**config.mk**
```make
export PLATFORM = sky130hd
export DESIGN_NAME = multdiv_sequencer
export DESIGN_NICKNAME = d
export VERILOG_FILES = /design/src/rtl/multdiv_sequencer.sv
export SDC_FILE = /design/constraint.sdc
export NUM_CORES = 1
export LEC_CHECK = 0
export ABC_AREA = 1
export BUFFER_PORTS_ARGS = -buffer_cell sky130_fd_sc_hd__buf_2
export CORE_MARGIN = 3
export CORE_UTILIZATION = 49
export CTS_BUF_LIST = sky130_fd_sc_hd__clkbuf_8
export DETAILED_ROUTE_END_ITERATION = 8
export HOLD_SLACK_MARGIN = 0.08
export PLACE_DENSITY_LB_ADDON = 0.25
export SLEW_MARGIN = 20
export SYNTH_ARGS = -nofsm -noshare
export SYNTH_HDL_FRONTEND = slang
export SYNTH_SLANG_ARGS = --single-unit
export TNS_END_PERCENT = 1
```
**constraint.sdc**
```tcl
create_clock -name clock -period 4.8 [get_ports clock]
set_input_delay 0.48 -clock clock [delete_from_list [all_inputs] [get_ports clock]]
set_output_delay 0.48 -clock clock [all_outputs]
set_load 0.1 [all_outputs]
```
**src/rtl/multdiv_sequencer.sv**
```systemverilog
// Sequential signed multiply / divide unit.
// Multiply: radix-2 Booth, one recoded bit per cycle.
// Divide: non-restoring on operand magnitudes, sign fixed up at the end.
// Timing: after the start edge there are WIDTH iteration cycles, then one
// finalize cycle. DONE is therefore entered WIDTH+1 edges after the start edge.
// Handshake: ctrl_MULT/ctrl_DIV are sampled only in IDLE or DONE and are
// ignored in any other state. data_resultRDY is high for exactly the one
// cycle spent in DONE. data_result and data_exception then hold until the
// next DONE entry.
module multdiv_sequencer #(
   parameter int WIDTH = 32
) (
   input  logic             clock,
   input  logic             reset,
   input  logic             ctrl_MULT,
   input  logic             ctrl_DIV,
   input  logic [WIDTH-1:0] data_operandA,
   input  logic [WIDTH-1:0] data_operandB,
   output logic [WIDTH-1:0] data_result,
   output logic             data_exception,
   output logic             data_resultRDY,
   output logic [1:0]       o_dbg_state
);

   localparam int CW = (WIDTH > 1) ? $clog2(WIDTH) : 1;

   typedef enum logic [1:0] {
      S_IDLE = 2'd0,
      S_MULT = 2'd1,
      S_DIV  = 2'd2,
      S_DONE = 2'd3
   } state_t;

   state_t           r_state;
   logic [CW-1:0]    r_cnt;      // iteration index 0..WIDTH-1, saturates
   logic             r_fin;      // all iterations done; next edge finalizes
   logic [WIDTH:0]   r_acc;      // mult: upper product half (sign-extended); div: partial remainder
   logic [WIDTH-1:0] r_lo;       // mult: lower product half / multiplier; div: quotient / dividend bits
   logic             r_q1;       // Booth q(-1) bit
   logic [WIDTH-1:0] r_opnd;     // mult: multiplicand; div: divisor magnitude
   logic             r_neg;      // div: quotient must be negated
   logic             r_dz;       // div: divisor was zero
   logic [WIDTH-1:0] r_result;
   logic             r_exc;
   logic             r_rdy;

   logic [WIDTH:0]   w_m_ext;
   logic [WIDTH:0]   w_booth_sum;
   logic [WIDTH:0]   w_div_shift;
   logic [WIDTH:0]   w_d_ext;
   logic [WIDTH:0]   w_div_rem;
   logic [WIDTH-1:0] w_abs_a;
   logic [WIDTH-1:0] w_abs_b;
   logic [WIDTH-1:0] w_quot;
   logic             w_mult_exc;
   logic             w_last_iter;

   assign w_m_ext     = {r_opnd[WIDTH-1], r_opnd};
   assign w_d_ext     = {1'b0, r_opnd};
   assign w_div_shift = {r_acc[WIDTH-1:0], r_lo[WIDTH-1]};
   assign w_div_rem   = r_acc[WIDTH] ? (w_div_shift + w_d_ext) : (w_div_shift - w_d_ext);
   assign w_abs_a     = data_operandA[WIDTH-1] ? -data_operandA : data_operandA;
   assign w_abs_b     = data_operandB[WIDTH-1] ? -data_operandB : data_operandB;
   assign w_quot      = r_neg ? -r_lo : r_lo;
   assign w_mult_exc  = (r_acc[WIDTH-1:0] != {WIDTH{r_lo[WIDTH-1]}});
   assign w_last_iter = (r_cnt == CW'(WIDTH - 1));

   // Booth step: pick add, subtract or skip of the multiplicand from {q0, q-1}.
   always_comb begin
      w_booth_sum = r_acc;
      case ({r_lo[0], r_q1})
         2'b01:   w_booth_sum = r_acc + w_m_ext;
         2'b10:   w_booth_sum = r_acc - w_m_ext;
         default: w_booth_sum = r_acc;
      endcase
   end

   // Control FSM and datapath registers, with the outputs registered here.
   always_ff @(posedge clock or negedge reset) begin
      if (!reset) begin
         r_state  <= S_IDLE;
         r_cnt    <= '0;
         r_fin    <= 1'b0;
         r_acc    <= '0;
         r_lo     <= '0;
         r_q1     <= 1'b0;
         r_opnd   <= '0;
         r_neg    <= 1'b0;
         r_dz     <= 1'b0;
         r_result <= '0;
         r_exc    <= 1'b0;
         r_rdy    <= 1'b0;
      end else begin
         case (r_state)
            S_IDLE, S_DONE: begin
               r_rdy <= 1'b0;
               r_cnt <= '0;
               r_fin <= 1'b0;
               if (ctrl_MULT) begin
                  // Multiply has priority over divide when both are requested.
                  r_state <= S_MULT;
                  r_acc   <= '0;
                  r_lo    <= data_operandB;
                  r_q1    <= 1'b0;
                  r_opnd  <= data_operandA;
               end else if (ctrl_DIV) begin
                  r_state <= S_DIV;
                  r_acc   <= '0;
                  r_lo    <= w_abs_a;
                  r_opnd  <= w_abs_b;
                  r_neg   <= data_operandA[WIDTH-1] ^ data_operandB[WIDTH-1];
                  r_dz    <= (data_operandB == '0);
               end else begin
                  r_state <= S_IDLE;
               end
            end
            S_MULT: begin
               if (r_fin) begin
                  r_state  <= S_DONE;
                  r_rdy    <= 1'b1;
                  r_result <= r_lo;
                  r_exc    <= w_mult_exc;
               end else begin
                  // Arithmetic shift right of {acc, lo, q-1} by one.
                  r_acc <= {w_booth_sum[WIDTH], w_booth_sum[WIDTH:1]};
                  r_lo  <= {w_booth_sum[0], r_lo[WIDTH-1:1]};
                  r_q1  <= r_lo[0];
                  if (w_last_iter) r_fin <= 1'b1;
                  else             r_cnt <= r_cnt + 1'b1;
               end
            end
            S_DIV: begin
               if (r_fin) begin
                  r_state  <= S_DONE;
                  r_rdy    <= 1'b1;
                  r_result <= r_dz ? '0 : w_quot;
                  r_exc    <= r_dz;
               end else begin
                  // Shift in next dividend bit; quotient bit is 1 when remainder stays non-negative.
                  r_acc <= w_div_rem;
                  r_lo  <= {r_lo[WIDTH-2:0], ~w_div_rem[WIDTH]};
                  if (w_last_iter) r_fin <= 1'b1;
                  else             r_cnt <= r_cnt + 1'b1;
               end
            end
            default: r_state <= S_IDLE;
         endcase
      end
   end

   assign data_result    = r_result;
   assign data_exception = r_exc;
   assign data_resultRDY = r_rdy;
   assign o_dbg_state    = r_state;

endmodule

```
* Word level (Yosys, flattened, before mapping)
Cells that the tools add are included.
Storage, ports and cells: register bits after elaboration 142, output and inout bits 36
Operators by class: add/sub/neg operators 8, eq/ne operators 16, multiplexer cells 39, bitwise operators 3, reduce and logical (&&, ||, !) cells 13
Operators with widths (number):
- 2-to-1 mux 32 bit | 12
- 2-to-1 mux 33 bit | 5
- one-hot mux 33 bit (3 select lines) | 1
- negator 32 bit | 3
- one-hot mux 32 bit (3 select lines) | 1
- one-hot mux 33 bit (2 select lines) | 1
- one-hot mux 32 bit (2 select lines) | 1
- adder 33 x 32 -> 33 bit | 1
- adder 33 bit | 1
- subtractor 33 x 32 -> 33 bit | 1
- subtractor 33 bit | 1
- zero test 32 bit | 1
- != test 32 bit | 1
- != test 2 bit (second input constant) | 7
- AND reduction 3 bit | 4
- 2-to-1 mux 5 bit | 2
- one-hot mux 5 bit (2 select lines) | 1
- one-hot mux 1 bit (2 select lines) | 4
- 2-to-1 mux 1 bit | 7
- equality test 2 bit (second input constant) | 3
- 2-to-1 mux 2 bit | 3
- nonzero test 2 bit | 3
- adder 5 x 1 -> 5 bit (second input constant) | 1
- equality test 5 bit (second input constant) | 1
- 9 further kinds | 13

* Logic depth before layout (Yosys ltp)
depth in word-level cells 5, gate-level depth with buffers 28, depth with buffers taken out 28

* Worst setup path before layout
OpenSTA, ideal clock, no wires.
path kind register to register, start point register r_opnd[0], end point register r_acc[31], library setup time 117 ps, arrival time 2772 ps, data required time 4683 ps, path slack 1910 ps, stages on the path, launching flop included 26, path buffers 0, period minus slack after synthesis 2890 ps, cells stage by stage dfrtp_1 > inv_2 > ha_1 > nand2_2 > nor2_4 > nand2_2 > clkinv_2 > nand2_2 > inv_2 > nand4_1 > xor2_1 > nand2_1 > o21ai_0 > ha_1 > nand2_1 > inv_1 > a21oi_1 > nand2_1 > a21oi_1 > nand2_1 > nand2_1 > nand3_1 > nand2_1 > nand2_1 > nand2_1 > nand2_1
On the way: cells in the longest elaborated chain, start to end 4, elaborated cells on any way between the ends 9
Ends and longest elaborated chain:
- from (decl) | RTL line 40 | logic [WIDTH-1:0] r_opnd;
- from (signal assigned) | RTL line 105 | r_opnd <= data_operandA;
- from (signal assigned) | RTL line 110 | r_opnd <= w_abs_b;
- subtractor 33 bit (tied with other cells) | RTL line 73 | 2'b10: w_booth_sum = r_acc - w_m_ext;
- one-hot mux 33 bit (2 select lines) / 2-to-1 mux 33 bit (equally long branches) | RTL line 71, 61
- 2-to-1 mux 33 bit (on tied branches) | RTL line 118, 133
- one-hot mux 33 bit (3 select lines) * | RTL line 94 | case (r_state)
- to (signal assigned) | RTL line 125 | r_acc <= {w_booth_sum[WIDTH], w_booth_sum[WIDTH:1]};
- to (signal assigned) | RTL line 140 | r_acc <= w_div_rem;
- to (decl) | RTL line 37 | logic [WIDTH:0] r_acc;
Every way passes the cells marked *; elsewhere a longest branch is shown, timed or not. The select of a mux whose other input is x is not followed. A chain may end at the register's enable or synchronous reset.

* Final worst setup path
start point register r_state[1] (netlist: o_dbg_state[1]), end point register r_lo[31]
On the way: cells in the longest elaborated chain, start to end 4, elaborated cells on any way between the ends 10
Ends and longest elaborated chain:
- from (decl) | RTL line 34 | state_t r_state;
- from (signal assigned) | RTL line 81 | r_state <= S_IDLE;
- from (signal assigned) | RTL line 101 | r_state <= S_MULT;
- from (signal assigned) | RTL line 107 | r_state <= S_DIV;
- equality test 2 bit / zero test 2 bit (equally long branches) | RTL line 94
- OR reduction 2 bit | RTL line 94
- != test 3 bit (no line)
- AND reduction 3 bit (no line)
- to (signal assigned) | RTL line 103 | r_lo <= data_operandB;
- to (signal assigned) | RTL line 109 | r_lo <= w_abs_a;
- to (signal assigned) | RTL line 126 | r_lo <= {w_booth_sum[0], r_lo[WIDTH-1:1]};
- to (decl) | RTL line 38 | logic [WIDTH-1:0] r_lo;
Several ways; a longest one is shown, not always the timed one.

==> results.json <==
{
  "critPathMaxFanout": 57,
  "async_flop_share_pct": 100,
  "grt_use_total_pct": 35.4,
  "path_cells": "inv_1, ha_1, inv_2, a21oi_2, inv_2, o31ai_4, inv_2, o2111ai_1, a21oi_1, a21oi_1",
  "cp_top_family": "buffers and inverters",
  "ys.flop_type": "dfrtp_1",
  "path_common_cell": "inv_2",
  "port_buffers": 103,
  "ys_top_cells_by_area": "dfrtp_1 (23%), nand2_1 (20%), inv_1 (8.5%)",
  "syn_nets": 2825,
  "vias_per_cell": 5.76,
  "fill_cells": 3322,
  "grt_overflow": 0,
  "design_power_total_mw": 11.1,
  "drt_iter0_markers": 1839,
  "syn_area_per_cell_um2": 5.84,
  "synth_top_area_share_pct": 22.7,
  "synth.most_common_cell": "nand2_1",
  "numCtsBuffers": 17,
  "min_path_type": "in2reg",
  "cp-end-kind": "flop",
  "drive_above_1_share_pct": 8.20,
  "regArea_um2": 3550,
  "syn_area_um2": 15700,
  "synth_edf_count": 0,
  "utilization_pct": 54.4,
  "ys_types": 60,
  "path_clk_slew_ns": 0.10,
  "pin_count": 104,
  "multi_input_area_um2": 10300,
  "grt_pass1_vias": 17100,
  "maxSlewHeadroom_pct": 28.3,
  "routabilityCongestion": 1.07,
  "ys_ff_latch": 142,
  "grt_pass1_wl_um": 93700,
  "drtPass1Iterations": 8,
  "placed_cells": 3118,
  "max_freq_mhz": 269,
  "yosys_warnings": 0,
  "clk_latency_ns": 0.50,
  "hold_violations": 0,
  "yosysSeqAreaShare_pct": 22.7,
  "power_density_nw_per_um2": 657,
  "fin_cells": 3153,
  "route.vias.total": 18200,
  "status": "completed",
  "start_kind": "flop",
  "clk_path_buf_depth": 2,
  "crit_required_ns": 5.16,
  "ctsResizeCount": 0,
  "htree_num_levels": 4,
  "cts_tree": "yes",
  "setup_tns_ns": 0,
  "cts_root_buf": "clkbuf_8",
  "dieArea_um2": 34200,
  "start_util_pct": 50.4,
  "row_count": 64,
  "cts_setup_buffers": 0,
  "antenna_found_initial": 4,
  "synthTopCellsByCount": "nand2_1 (817), inv_1 (354), nor2_1 (281)",
  "finalSetupViolations": 0,
  "rsz0062_at_grt": "false",
  "worst_slew_pin_slew_ns": 1.08,
  "postRouteAntennaNets": 0,
  "setup_ws_ns": 1.08,
  "drc": 0,
  "syn2layout_area_growth_pct": 7.81,
  "ir_drop_uv": 357,
  "dp_slack_ns": 1.14,
  "fp.coreArea_um2": 31100,
  "cp_num_buf_inv": 4,
  "die_y_um": 185,
  "drv_cap": 0,
  "fin_skew_ns": 0.0358,
  "place_hpwl_um": 48400,
  "leakagePower_nw": 8.91,
  "avgRoutedWirePerCell_um": 19.3,
  "crit_path_top_delay_cell": "inv_2",
  "synthCells": 2682,
  "grt_max_degree": 58,
  "finalMaxSlewViolations": 0,
  "fp.dieW_um": 185,
  "nNetsFinal": 2885,
  "crit_type": "reg2reg",
  "clock-sinks": 142,
  "regToRegSetupSlack_ns": 1.08,
  "min_period_ns": 3.72,
  "min_period_over_period_pct": 77.6,
  "cp_data_arrival_time_ns": 4.08,
  "yosys.area.top_type": "dfrtp_1",
  "drt_wl_total_um": 60800,
  "slowest_delay_ns": 0.80
}
## logic make-up after synthesis
kind of cell             Yosys count  synth area share [%]
buffers and inverters            464                  11.3
adder cells (fa/ha/maj)           75                  6.09
AO/OA/AOI/OAI                    539                  19.3
XOR/XNOR                          48                  2.68
flip-flops                       142                  22.7
AND/OR/NAND/NOR                 1414                  37.9
## cells in the final DEF, fill, tap and decap left out, drive strengths merged, types with 8 or more instances in the layout
cell	netlist	layout
a211oi	8	8
a21oi	180	180
a22oi	12	12
a31oi	21	21
buf	24	122
clkbuf	58	18
dfrtp	142	142
ha	73	73
inv	379	387
nand2	826	826
nand3	182	182
nand3b	12	12
nand4	37	37
nor2	292	292
nor3	39	39
nor4	14	14
o21ai	233	233
o221ai	9	9
o22ai	36	36
or2	8	8
xor2	44	44
## per-stage QoR
step / hold WS (ns) / area (um2)
CTS: 0.319 / 16900
global placement: 0.457 / 16500
floorplan: 0.184 / 15700
finish: 0.332 / 16900
detailed placement: 0.455 / 16500
global route: 0.343 / 16900
## path summary, 6_finish.rpt
kind                              endpoint  cells past startpoint              from
max reg2reg                       r_lo[31]                     10    o_dbg_state[1]
min in group asynchronous  data_result[11]                      2             reset
min reg2reg                 data_result[4]                      2    data_result[4]
max                               r_lo[31]                     10    o_dbg_state[1]
max in group asynchronous        r_acc[10]                      3             reset
min                              r_opnd[0]                      3  data_operandB[0]
## worst register-to-register path, stage by stage, from the launching register on
cell       delay (ns)
dfrtp_1          0.39
inv_1            0.06
ha_1             0.34
inv_2            0.56
a21oi_2          0.16
inv_2            0.54
o31ai_4          0.18
inv_2            0.80
o2111ai_1        0.24
a21oi_1          0.27
a21oi_1          0.06
## layout make-up
type	instances	area share [%]
Antenna cell	2	0.0296
Clock buffer	18	1.47
Clock inverter	14	0.770
Inverter	382	8.50
Multi-Input combinational cell	2076	61.3
Sequential cell	142	21.0
Tap cell	396	2.93
Timing Repair Buffer	123	3.99
## routing by layer
layer | vias to the layer above | routed length [um] | GRT usage (%)
li1 | 8883 | - | -
met1 | 8294 | 24500 | 44.7
met2 | 794 | 28300 | 59.7
met3 | 179 | 4210 | 3.75
met4 | 2 | 3740 | 19.1
met5 | - | 11 | 0
## where the power goes
group          switching [mW]  leakage (nW)  internal (mW)  total, mW
Sequential              0.559          1.85           1.58       2.14
Clock                   0.558         0.196          0.433      0.991
Combinational            5.55          6.87           2.42       7.97
Total                    6.67          8.91           4.43       11.1
## registers in the layout, indices dropped and copies added (netlist names)
register,count
data_result,32
r_lo,32
o_dbg_state,2
r_dz,1
r_cnt,5
r_fin,1
r_q1,1
data_exception,1
r_opnd,32
r_neg,1
data_resultRDY,1
r_acc,33
## timing repair
| item | in CTS | in global routing |
|---|---|---|
| hold buffers | 1 | 0 |
| endpoints found under the setup margin | 0 | 0 |
| endpoints found under the hold margin | 46 | 0 |
(Power assumes the default switching activity.)
